## config.mk

```make
export PLATFORM = sky130hd
export DESIGN_NAME = operand_entry_flat
export DESIGN_NICKNAME = d
export VERILOG_FILES = /design/src/rtl/operand_entry_if.sv /design/src/rtl/operand_entry.sv /design/src/flat_wrapper.sv
export SDC_FILE = /design/constraint.sdc
export NUM_CORES = 1
export LEC_CHECK = 0
export CAP_MARGIN = 25
export CORE_AREA = 2 2 86 80
export DETAILED_ROUTE_END_ITERATION = 6
export DIE_AREA = 0 0 88 82
export HOLD_SLACK_MARGIN = 0.15
export PLACE_DENSITY = 0.69
export SLEW_MARGIN = 25
export SYNTH_ARGS = -nofsm -noshare
export SYNTH_HDL_FRONTEND = slang
export SYNTH_SLANG_ARGS = --single-unit
```

## constraint.sdc

```tcl
create_clock -name clk -period 3.9 [get_ports clk]
set_clock_uncertainty 0.15 [all_clocks]
set_input_delay 0.78 -clock clk [delete_from_list [all_inputs] [get_ports clk]]
set_output_delay 0.78 -clock clk [all_outputs]
set_load 0.03 [all_outputs]
```

## src/rtl/operand_entry_if.sv

```systemverilog
// Button inputs and packed operand outputs of the operand-entry stage.
interface operand_entry_if;
    logic       btn_inc;
    logic       btn_next;
    logic [7:0] operands;
    logic       op_valid;
    logic [1:0] entry_state;

    modport master (
        output btn_inc, btn_next,
        input  operands, op_valid, entry_state
    );

    modport slave (
        input  btn_inc, btn_next,
        output operands, op_valid, entry_state
    );
endinterface

```

## src/rtl/operand_entry.sv

```systemverilog
// Debounced two-button entry of operands A/B for the nibble adder stage.
// Optional auto-repeat of a held increment button: OPERAND_ENTRY_AUTO_REPEAT_EN.
module operand_entry #(
    parameter int unsigned DEBOUNCE_CYCLES = 1000,
    parameter int unsigned REPEAT_CYCLES   = 250000
) (
    input  logic            clk,
    input  logic            rst,
    operand_entry_if.slave  bus
);

    typedef enum logic [1:0] {
        ENTER_A = 2'd0,
        ENTER_B = 2'd1,
        SHOW    = 2'd2
    } state_e;

    localparam int unsigned     DB_W    = 16;
    localparam logic [DB_W-1:0] DB_LAST = DB_W'(DEBOUNCE_CYCLES - 1);

    // Bit 0 carries the increment button, bit 1 the next button.
    logic [1:0]      raw_c;
    logic [1:0]      sync1_q, sync2_q, stable_q, prev_q, press_q;
    logic [DB_W-1:0] cnt_q [2];

    state_e     state_q;
    logic [3:0] op_a_q, op_b_q;
    logic       valid_q;
    logic       inc_evt_c;

    assign raw_c = {bus.btn_next, bus.btn_inc};

    // Synchronize, debounce and edge-detect both buttons.
    always_ff @(posedge clk or posedge rst) begin
        if (rst) begin
            sync1_q  <= '0;
            sync2_q  <= '0;
            stable_q <= '0;
            prev_q   <= '0;
            press_q  <= '0;
            for (int i = 0; i < 2; i++) cnt_q[i] <= '0;
        end else begin
            sync1_q <= raw_c;
            sync2_q <= sync1_q;
            prev_q  <= stable_q;
            press_q <= stable_q & ~prev_q;
            for (int i = 0; i < 2; i++) begin
                if (sync2_q[i] == stable_q[i]) begin
                    cnt_q[i] <= '0;
                end else if (cnt_q[i] == DB_LAST) begin
                    stable_q[i] <= sync2_q[i];
                    cnt_q[i]    <= '0;
                end else begin
                    cnt_q[i] <= cnt_q[i] + DB_W'(1);
                end
            end
        end
    end

`ifdef OPERAND_ENTRY_AUTO_REPEAT_EN
    localparam int unsigned      RPT_W    = $clog2(REPEAT_CYCLES + 1);
    localparam logic [RPT_W-1:0] RPT_LAST = RPT_W'(REPEAT_CYCLES - 1);

    logic [RPT_W-1:0] rpt_cnt_q;
    logic             rpt_press_q;

    // A next press always changes state, so it also restarts the repeat timer.
    always_ff @(posedge clk or posedge rst) begin
        if (rst) begin
            rpt_cnt_q   <= '0;
            rpt_press_q <= 1'b0;
        end else begin
            rpt_press_q <= 1'b0;
            if (!stable_q[0] || press_q[1] ||
                !(state_q == ENTER_A || state_q == ENTER_B)) begin
                rpt_cnt_q <= '0;
            end else if (rpt_cnt_q == RPT_LAST) begin
                rpt_cnt_q   <= '0;
                rpt_press_q <= 1'b1;
            end else begin
                rpt_cnt_q <= rpt_cnt_q + RPT_W'(1);
            end
        end
    end

    assign inc_evt_c = press_q[0] | rpt_press_q;
`else
    logic unused_repeat;
    assign unused_repeat = ^32'(REPEAT_CYCLES);
    assign inc_evt_c     = press_q[0];
`endif

    // Entry FSM; next outranks inc when both arrive together.
    always_ff @(posedge clk or posedge rst) begin
        if (rst) begin
            state_q <= ENTER_A;
            op_a_q  <= '0;
            op_b_q  <= '0;
            valid_q <= 1'b0;
        end else begin
            valid_q <= 1'b0;
            case (state_q)
                ENTER_A: begin
                    if (press_q[1])     state_q <= ENTER_B;
                    else if (inc_evt_c) op_a_q  <= op_a_q + 4'(1);
                end
                ENTER_B: begin
                    if (press_q[1]) begin
                        state_q <= SHOW;
                        valid_q <= 1'b1;
                    end else if (inc_evt_c) begin
                        op_b_q <= op_b_q + 4'(1);
                    end
                end
                SHOW: begin
                    if (press_q[1]) begin
                        state_q <= ENTER_A;
                        op_a_q  <= '0;
                        op_b_q  <= '0;
                    end
                end
                default: state_q <= ENTER_A;
            endcase
        end
    end

    assign bus.operands    = {op_a_q, op_b_q};
    assign bus.op_valid    = valid_q;
    assign bus.entry_state = 2'(state_q);

endmodule

```

## src/flat_wrapper.sv

```systemverilog
// flat-port wrapper written by rule: the top's interface ports become plain ports
module operand_entry_flat 
#(
    parameter int unsigned DEBOUNCE_CYCLES = 1000,
    parameter int unsigned REPEAT_CYCLES   = 250000
)
  (clk, rst, bus_btn_inc, bus_btn_next, bus_operands, bus_op_valid, bus_entry_state);
  operand_entry_if bus_i ();
  input  logic clk;
  input  logic rst;
  input wire logic [$bits(bus_i.btn_inc)-1:0] bus_btn_inc;
  input wire logic [$bits(bus_i.btn_next)-1:0] bus_btn_next;
  output wire logic [$bits(bus_i.operands)-1:0] bus_operands;
  output wire logic [$bits(bus_i.op_valid)-1:0] bus_op_valid;
  output wire logic [$bits(bus_i.entry_state)-1:0] bus_entry_state;
  assign bus_i.btn_inc = bus_btn_inc;
  assign bus_i.btn_next = bus_btn_next;
  assign bus_operands = bus_i.operands;
  assign bus_op_valid = bus_i.op_valid;
  assign bus_entry_state = bus_i.entry_state;
  operand_entry #(.DEBOUNCE_CYCLES(DEBOUNCE_CYCLES), .REPEAT_CYCLES(REPEAT_CYCLES)) u_core (.clk(clk), .rst(rst), .bus(bus_i));
endmodule
```

== After elaboration in Yosys (flattened, before gate mapping) ==
Cells that the tools add are included.

* Bitwise gates (word level): 4
* Equality and inequality tests: 13
* Add/sub/neg operators: 4
* Reduce and logical (&&, ||, !) cells: 8
* Mux-type cells: 17

{| class="wikitable"
|+ Operators by type and width
! kind !! number
|-
| $mux W16 || 4
|-
| $add A16 B1 Y16 const B || 2
|-
| $eq A16 B10 Y1 const B || 2
|-
| $mux W4 || 5
|-
| $pmux W4 S2 || 2
|-
| $ne A2 B1 Y1 const B || 5
|-
| $add A4 B1 Y4 const B || 2
|-
| $reduce_and A4 Y1 || 2
|-
| $mux W2 || 3
|-
| $pmux W2 S3 || 1
|-
| $ne A2 B2 Y1 const B || 2
|-
| $reduce_and A2 Y1 || 2
|-
| $reduce_bool A2 Y1 || 2
|-
| $reduce_and A3 Y1 || 1
|-
| $and A2 B2 Y2 || 1
|-
| $eq A1 B1 Y1 || 2
|-
| $eq A2 B1 Y1 const B || 1
|-
| $eq A2 B2 Y1 const B || 1
|-
| $logic_not A2 Y1 || 1
|-
| $mux W1 || 2
|-
| $not A1 Y1 || 2
|-
| $not A2 Y2 || 1
|}

* Output and inout port bits: 11
* Logic and storage cells: 58
* Input bits: 4
* Register bits: 53

== Longest topological paths before layout ==
Gate-level depths: netlist of the first run.

* Depth after elaboration: 4
* Mapped depth: 7
* Gate-level depth less buffers: 5

== Worst setup path after synthesis of the first run ==
OpenSTA, ideal clock, no wires.

* Path type: register -> register
* Start point: reg u_core.cnt_q[19] in the netlist's numbering
* End point: reg u_core.stable_q[0]
* Required time: 3625 ps
* Data arrival time: 1770 ps
* Path slack: 1855 ps
* Path buffers: 0
* Stages on the path, launching flop included: 4
* Setup time: 125 ps
* Period minus slack after synthesis: 2045 ps
* Cell sequence: dfrtp_1 > or4b_1 > or4_4 > mux2_4

* Word-level cells in the longest chain between the ends: 2

{| class="wikitable"
|+ RTL lines
! element !! RTL line !! source
|-
| start: declaration || operand_entry.sv:24 || <nowiki>logic [DB_W-1:0] cnt_q [2];</nowiki>
|-
| start signal: indexed assignment || operand_entry.sv:54 || <nowiki>cnt_q[i] <= cnt_q[i] + DB_W'(1);</nowiki>
|-
| $eq A16 B10 Y1 || operand_entry.sv:50 || <nowiki>end else if (cnt_q[i] == DB_LAST) begin</nowiki>
|-
| $reduce_and A2 Y1 (no source line) || -- ||
|-
| end signal: indexed assignment || operand_entry.sv:51 || <nowiki>stable_q[i] <= sync2_q[i];</nowiki>
|-
| end: declaration || operand_entry.sv:23 || <nowiki>logic [1:0] sync1_q, sync2_q, stable_q, prev_q, press_q;</nowiki>
|}

Every way passes these cells.
A chain may end at the register's enable or synchronous reset.

== Worst setup path in the final report of the first run ==
* Start point: reg u_core.state_q[1], in the netlist u_core.bus.entry_state[1]
* End point: out bus_entry_state[1]

{| class="wikitable"
|+ RTL lines
! element !! RTL line !! source
|-
| start: declaration || operand_entry.sv:26 || <nowiki>state_e state_q;</nowiki>
|-
| start signal: assignment || operand_entry.sv:96 || <nowiki>state_q <= ENTER_A;</nowiki>
|-
| start signal: assignment || operand_entry.sv:104 || <nowiki>if (press_q[1]) state_q <= ENTER_B;</nowiki>
|-
| start signal: assignment || operand_entry.sv:109 || <nowiki>state_q <= SHOW;</nowiki>
|-
| end: declaration || flat_wrapper.sv:15 || <nowiki>output wire logic [$bits(bus_i.entry_state)-1:0] bus_entry_state;</nowiki>
|}

No word-level cell between the ends.

==> results of run 1 <==
## Yosys cell counts, types with 3 or more instances
cell type / n
sky130_fd_sc_hd__xor2_1: 5
sky130_fd_sc_hd__dfrtp_1: 53
sky130_fd_sc_hd__a21oi_1: 9
sky130_fd_sc_hd__clkbuf_1: 5
sky130_fd_sc_hd__inv_1: 9
sky130_fd_sc_hd__xnor2_1: 25
sky130_fd_sc_hd__nor4_1: 8
sky130_fd_sc_hd__nor2_1: 42
sky130_fd_sc_hd__nor3_1: 12
sky130_fd_sc_hd__ha_1: 4
sky130_fd_sc_hd__nand4_1: 12
sky130_fd_sc_hd__o21ai_0: 4
sky130_fd_sc_hd__nand3_1: 8
sky130_fd_sc_hd__nor2b_1: 4
sky130_fd_sc_hd__nand2_1: 11
sky130_fd_sc_hd__or4_1: 3
## cell families after synthesis
family | count (synthesis) | share of synthesized area (%)
simple gates | 114 | 23.6
flops | 53 | 53.5
xor+xnor | 30 | 10.6
compound gates | 24 | 6.11
buf+inv | 17 | 3.08
fa+ha+maj | 4 | 2.02
mux | 2 | 1.06
## sequential cells by signal, indices dropped and copies added, names as in the netlist
register	count
u_core.sync1_q	2
u_core.op_b_q	4
u_core.stable_q	2
u_core.cnt_q	32
u_core.bus.entry_state	2
u_core.op_a_q	4
u_core.press_q	2
u_core.prev_q	2
u_core.bus.op_valid	1
u_core.sync2_q	2
## report_power, final
group          switching, W  total [W]  internal [W]
clock network      0.000169   0.000329      0.000161
logic             0.0000201  0.0000287    0.00000859
registers        0.00000635   0.000562      0.000556
## routing by layer
| metal | GRT usage [%] | vias up | share of wire, % |
|---|---|---|---|
| met5 | 0 | - | 0 |
| met2 | 19.8 | 26 | 46 |
| li1 | - | 871 | - |
| met4 | 3.54 | 0 | 0.64 |
| met1 | 18.3 | 862 | 51 |
| met3 | 3.12 | 2 | 2.8 |
## cell type report
class                      count  share of cell area (%)
timing repair buffer          14                    5.02
clock buffer                   7                    3.45
multi-input combinational    174                    38.5
clock inverter                 1                   0.179
sequential                    53                    47.5
tap                           90                    4.03
inverter                       9                    1.30
## stage by stage
| stage | total power, W | cells | area [µm²] |
|---|---|---|---|
| global route | 0.000956 | 348 | 2790 |
| detailed placement | 0.000604 | 340 | 2690 |
| global placement | 0.000603 | 340 | 2690 |
| CTS | 0.000940 | 348 | 2790 |
| finish | 0.000921 | 348 | 2790 |
| floorplan | 0.000595 | 244 | 2480 |
## how the worst min path moves through the flow
stage | endpoint | slack, ns | cells after the start
4_1_cts | u_core.sync2_q[0] | 0.21 | 0
3_5_place_dp | u_core.sync2_q[1] | 0.19 | 0
6_report | u_core.sync2_q[0] | 0.20 | 0
3_3_place_gp | u_core.sync2_q[1] | 0.18 | 0
2_1_floorplan | u_core.sync2_q[0] | 0.18 | 0
5_1_grt | u_core.sync2_q[0] | 0.21 | 0
==> summary.md, run 1 <==
| Metric | Value |
|---|---|
| Result of the run | `completed` |
| Slack of the worst reg-to-reg path | `~1.6 ns` |
| Startpoint Class | `flip-flop` |
| Reg2reg start | `u_core.cnt_q[12]` |
| Placement-stage worst setup slack | `between 1.5 and 2 ns` |
| Clock net sink count | `53` |
| Number of cells upsized or downsized after cts | `0` |
| Height of the chip | `about 82 µm` |
| Leakage | `roughly 1.1 nW` |
| Overall track demand over capacity in global routing | `around 13%` |
| Setup repair bufs after CTS | `0` |
| Termination of the worst setup path | `bus_entry_state[1]` |
| Worst Tran Pin Value | `around 0.64 ns` |
| Minimum clock period after layout | `about 2.7 ns` |
| Synthesized net count | `between 200 and 300` |
| Antenna Diode Count | `0` |
| Routed Antenna Nets | `0` |
| Dominant cell type by area after synthesis | `sky130_fd_sc_hd__dfrtp_1` |
| Worst endpoint data arrival time | `around 1.7 ns` |
| HPWL reported at the end of detailed placement | `~2800 µm` |
| Fraction of synthesized cell area taken by the top area cell type | `a little over half` |
| Largest voltage drop on the vdd net | `0.159 mV` |
| Vias/cell | `between 5 and 6` |
| Remaining global-route overflow | `0` |
| Wire length of the first global-routing pass | `7490 µm` |
| Post-synthesis register bit count | `53` |
| Total die area | `a little over 0.007 mm²` |
| Clk Tree Root Cell | `sky130_fd_sc_hd__clkbuf_8` |
| Max Fclk | `roughly 380 MHz` |
| Pwr dens | `~330 mW/mm²` |
| TritonCTS buffer count | `5` |
| First element of the critical path | `u_core.bus.entry_state[1]` |
| Share of layout cells above drive strength 1 | `between 5 and 6%` |
| Maximum single-stage delay on the critical path | `between 0.7 and 0.8 ns` |
| Gpl congestion | `0.817` |
| Maximum number of buffers from clock root to sink | `2` |
| TNS Setup | `0 ns` |
| End of the worst register-to-register path | `u_core.cnt_q[9]` |
| Hold Crit Class | `reg -> reg` |
| Sequential cell area fraction in the yosys report | `53.5%` |
| Total count of hold-check failures in the final report | `0` |
| Total via count after detailed routing | `1761` |
| Ordered cell list for the critical path | `clkdlybuf4s50_1` |
| Post-synth cell types | `40` |
| Largest net degree at the start of global routing | `54` |
| TritonCTS clock tree | `yes` |
| Total number of H-tree levels | `2` |
| RSZ-0062 raised after global routing | `no` |
| Area of the multi-input gates | `between 0.001 and 0.0015 mm²` |
| Number of rows created at floorplan | `28` |
| Skew-Pair Late Insertion Delay | `0.29 ns` |
| Buffers on Ports | `14` |
| Number of buffers inserted for hold repair after clock tree synthesis | `0` |
| Critical path's slowest cell | `sky130_fd_sc_hd__clkdlybuf4s50_1` |
| Cell Area, Synth | `around 0.0025 mm²` |
| Layout Nets | `265` |
| Crit path max fanout | `18` |
| Detailed-route wire length per cell | `12.2 µm` |
| Number of fill cells in the layout | `between 600 and 700` |
| Slack of the critical path | `~1.2 ns` |
| Crit path buf inv count | `1` |
| Setup violations, final | `0` |
| Startpoint-to-endpoint class of the critical path | `reg -> out` |
| Signed area change from the synthesized netlist to the final layout | `12.7%` |
| First drt pass iteration count | `4` |
| Floorplan die width | `slightly below 90 µm` |
| Synth Flop Type | `sky130_fd_sc_hd__dfrtp_1` |
| Core Area | `about 0.0063 mm²` |
| Effective utilization at floorplan | `between 30 and 40%` |
| Post-synth ARST share | `100%` |
| Wirelength, routed | `4240 µm` |
| Total number of yosys warnings | `0` |
| Drt initial violations | `87` |
| Worst endpoint required time | `about 3.0 ns` |
| Most frequent standard cell in the layout excluding fill and tap cells | `sky130_fd_sc_hd__dfrtp_1` |
| Number of global-route vias before repair | `about 1600` |
| CP top delay family | `buffers and inverters` |
| End-of-flow core utilization | `between 40% and 50%` |
| Max Cap Violations | `0` |
| Tcrit/Tclk final | `slightly below 70%` |
| Total area of sequential cells | `0.00133 mm²` |
| Number of design rule violations left after detail routing | `0` |
| Commonest cells after routing, fill and taps aside | `sky130_fd_sc_hd__dfrtp_1, sky130_fd_sc_hd__nor2_1, sky130_fd_sc_hd__xnor2_1` |
| Number of top-level design ports | `15` |
| Category of the worst setup path capture point | `primary output` |
| R2R depth | `4` |
| Most area-consuming cells after synthesis | `sky130_fd_sc_hd__dfrtp_1, sky130_fd_sc_hd__xnor2_1, sky130_fd_sc_hd__nor2_1, sky130_fd_sc_hd__nand4_1, sky130_fd_sc_hd__nor3_1` |
| Syn Area/Cell | `around 10 µm²` |
| WP depth | `1` |
| Number of antenna violations at the first check in global routing | `0` |
| Relative slew slack | `57.4%` |
| EDFF count, synth | `0` |
| Worst Hold Margin | `0.202 ns` |
| Clock input transition at the sequential cells of the worst setup and hold paths | `roughly 0.090 ns` |
| Hold path startpoint | `u_core.sync1_q[0]` |
| Synth Instances | `~240` |
| Count of pins over their slew limit | `0` |
No activity file was read; power rests on OpenSTA's default activity.
==> inputs of run 2 (changes only) <==
Settings changed: PLACE_DENSITY 0.69 to 0.71.
Clock period 3.9 ns to 2.3 ns, I/O delays scaled along.
==> summary.md, run 2 (synthesized netlist as in run 1, its figures left out) <==
| Metric | Value |
|---|---|
| Placed cell areas | `approximately 0.0027 mm²` |
| Grt met2 use | `roughly 22%` |
| Drt initial violations | `77` |
| Category of the worst setup path capture point | `flip-flop` |
| Clk Tree Root Cell | `sky130_fd_sc_hd__clkbuf_8` |
| Effective utilization at floorplan | `about two fifths` |
| Vias/cell | `slightly above 5` |
| Number of antenna violations at the first check in global routing | `0` |
| Total via count after detailed routing | `1805` |
| Setup repair bufs after CTS | `0` |
| Count of pins over their slew limit | `0` |
| TritonCTS clock tree | `yes` |
| HPWL reported at the end of detailed placement | `a little under 3000 µm` |
| Minimum clock period after layout | `approximately 2.1 ns` |
| Total die area | `a little over 0.007 mm²` |
| Pwr dens | `approximately 580 mW/mm²` |
| Wire length of the first global-routing pass | `roughly 7900 µm` |
| Floorplan die width | `between 80 and 90 µm` |
| Grt met1 use | `between 10% and 20%` |
| Leakage | `around 1.2 nW` |
| Total number of H-tree levels | `2` |
| Gpl congestion | `between 0.7 and 0.8` |
| Number of flip-flops under the largest register name | `32` |
| Antenna Diode Count | `0` |
| Relative slew slack | `72.4%` |
| Number of rows created at floorplan | `28` |
| Tcrit/Tclk final | `91.1%` |
| TritonCTS buffer count | `5` |
| Number of fill cells in the layout | `589` |
| Core Area | `between 0.006 and 0.007 mm²` |
| Largest regs | `u_core.cnt_q (32), u_core.op_a_q (4), u_core.op_b_q (4)` |
| Layout Nets | `~270` |
| Max Fclk | `approximately 480 MHz` |
| Crit path max fanout | `4` |
| Startpoint Class | `flip-flop` |
| Hold Crit Class | `reg -> reg` |
| Number of global-route vias before repair | `between 1500 and 2000` |
| Most frequent standard cell in the layout excluding fill and tap cells | `sky130_fd_sc_hd__dfrtp_1` |
| Overall track demand over capacity in global routing | `~14%` |
| Worst endpoint required time | `between 2 and 2.5 ns` |
| Largest voltage drop on the vdd net | `roughly 0.27 mV` |
| Skew-Pair Late Insertion Delay | `around 0.31 ns` |
| Post-route cell area | `~0.0029 mm²` |
| Number of placed instances with taps included | `between 300 and 400` |
| Fraction of met3 tracks used by global routing | `3.02%` |
| Height of the chip | `~82 µm` |
| Worst Tran Pin Value | `0.411 ns` |
| Max Cap Violations | `0` |
| Worst endpoint data arrival time | `between 2 and 2.5 ns` |
| Ordered cell list for the critical path | `or4b_1 > or4_4 > mux2_4` |
| Commonest cells after routing, fill and taps aside | `sky130_fd_sc_hd__dfrtp_1, sky130_fd_sc_hd__nor2_1, sky130_fd_sc_hd__xnor2_1` |
| Critical path's slowest cell | `sky130_fd_sc_hd__or4_4` |
| TNS Setup | `0 ns` |
| Wirelength, routed | `around 4400 µm` |
| Buffers on Ports | `14` |
| Slack of the worst reg-to-reg path | `0.21 ns` |
| Number of design rule violations left after detail routing | `0` |
| GRT busiest layer | `met2` |
| Total count of hold-check failures in the final report | `0` |
| Maximum single-stage delay on the critical path | `between 0.5 and 0.6 ns` |
| Clock input transition at the sequential cells of the worst setup and hold paths | `approximately 0.09 ns` |
| Signed area change from the synthesized netlist to the final layout | `15.1%` |
| Cell Count, Final, Fillers Out | `351` |
| Startpoint-to-endpoint class of the critical path | `reg -> reg` |
| First drt pass iteration count | `4` |
| Setup violations, final | `0` |
| Detailed-route wire length per cell | `12.4 µm` |
| Clock net sink count | `53` |
| Reg with most FFs | `u_core.cnt_q` |
| Number of buffers inserted for hold repair after clock tree synthesis | `0` |
| Remaining global-route overflow | `0` |
| Number of cells upsized or downsized after cts | `0` |
| Routed Antenna Nets | `0` |
| Maximum number of buffers from clock root to sink | `2` |
| Largest net degree at the start of global routing | `54` |
| Result of the run | `completed` |
| RSZ-0062 raised after global routing | `no` |
| Share of layout cells above drive strength 1 | `around 6.9%` |
| Number of top-level design ports | `15` |
==> run 2: layout make-up <==
cell class	instances	area, µm²	share of cell area (%)
Sequential cell	53	1330	46.5
Clock inverter	2	38.8	1.36
Timing Repair Buffer	18	195	6.85
Multi-Input combinational cell	174	1070	37.7
Clock buffer	5	68.8	2.41
Inverter	9	33.8	1.19
Tap cell	90	113	3.95
==> run 2: critical path, delay by kind of cell, from the launching register on <==
kind | cells | cell delay, ns
flops | 1 | 0.42
mux | 1 | 0.31
simple gates | 2 | 1.10
==> run 2: where the power goes <==
part | internal, W | leakage [nW] | total (W) | switching [W]
Sequential | 0.000943 | 0.726 | 0.000954 | 0.0000113
Combinational | 0.0000216 | 0.370 | 0.0000566 | 0.0000350
Clock | 0.000323 | 0.0546 | 0.000631 | 0.000308
Total | 0.00129 | 1.15 | 0.00164 | 0.000354
==> run 2: path summary, 6_finish.rpt <==
kind / to / cells past startpoint / start
setup / recovery: u_core.stable_q[0] / 3 / u_core.cnt_q[19]
hold / removal: u_core.sync2_q[0] / 0 / u_core.sync1_q[0]
setup reg to reg: u_core.stable_q[0] / 3 / u_core.cnt_q[19]
hold reg to reg: u_core.sync2_q[0] / 0 / u_core.sync1_q[0]
max in group asynchronous: u_core.cnt_q[14] / 3 / rst
min in group asynchronous: u_core.op_b_q[3] / 3 / rst
==> run 2: metrics by stage <==
step | utilization [%] | worst slack, ns | hold WS [ns] | total power [W]
2_1_floorplan | - | 0.255 | 0.181 | 0.00101
6_report | 44.9 | 0.205 | 0.206 | 0.00164
3_3_place_gp | 43.3 | 0.228 | 0.187 | 0.00103
4_1_cts | 44.9 | 0.205 | 0.210 | 0.00166
3_5_place_dp | 43.3 | 0.219 | 0.186 | 0.00103
5_1_grt | 44.9 | 0.101 | 0.219 | 0.00171
==> run 2: metal layers <==
metal  vias to the layer above  wire [µm]  share of wire, %
met2                        44       2020                46
met1                       881       2110                48
li1                        878          -                 -
met3                         2        185               4.2
met5                         -          0                 0
met4                         0         34              0.78
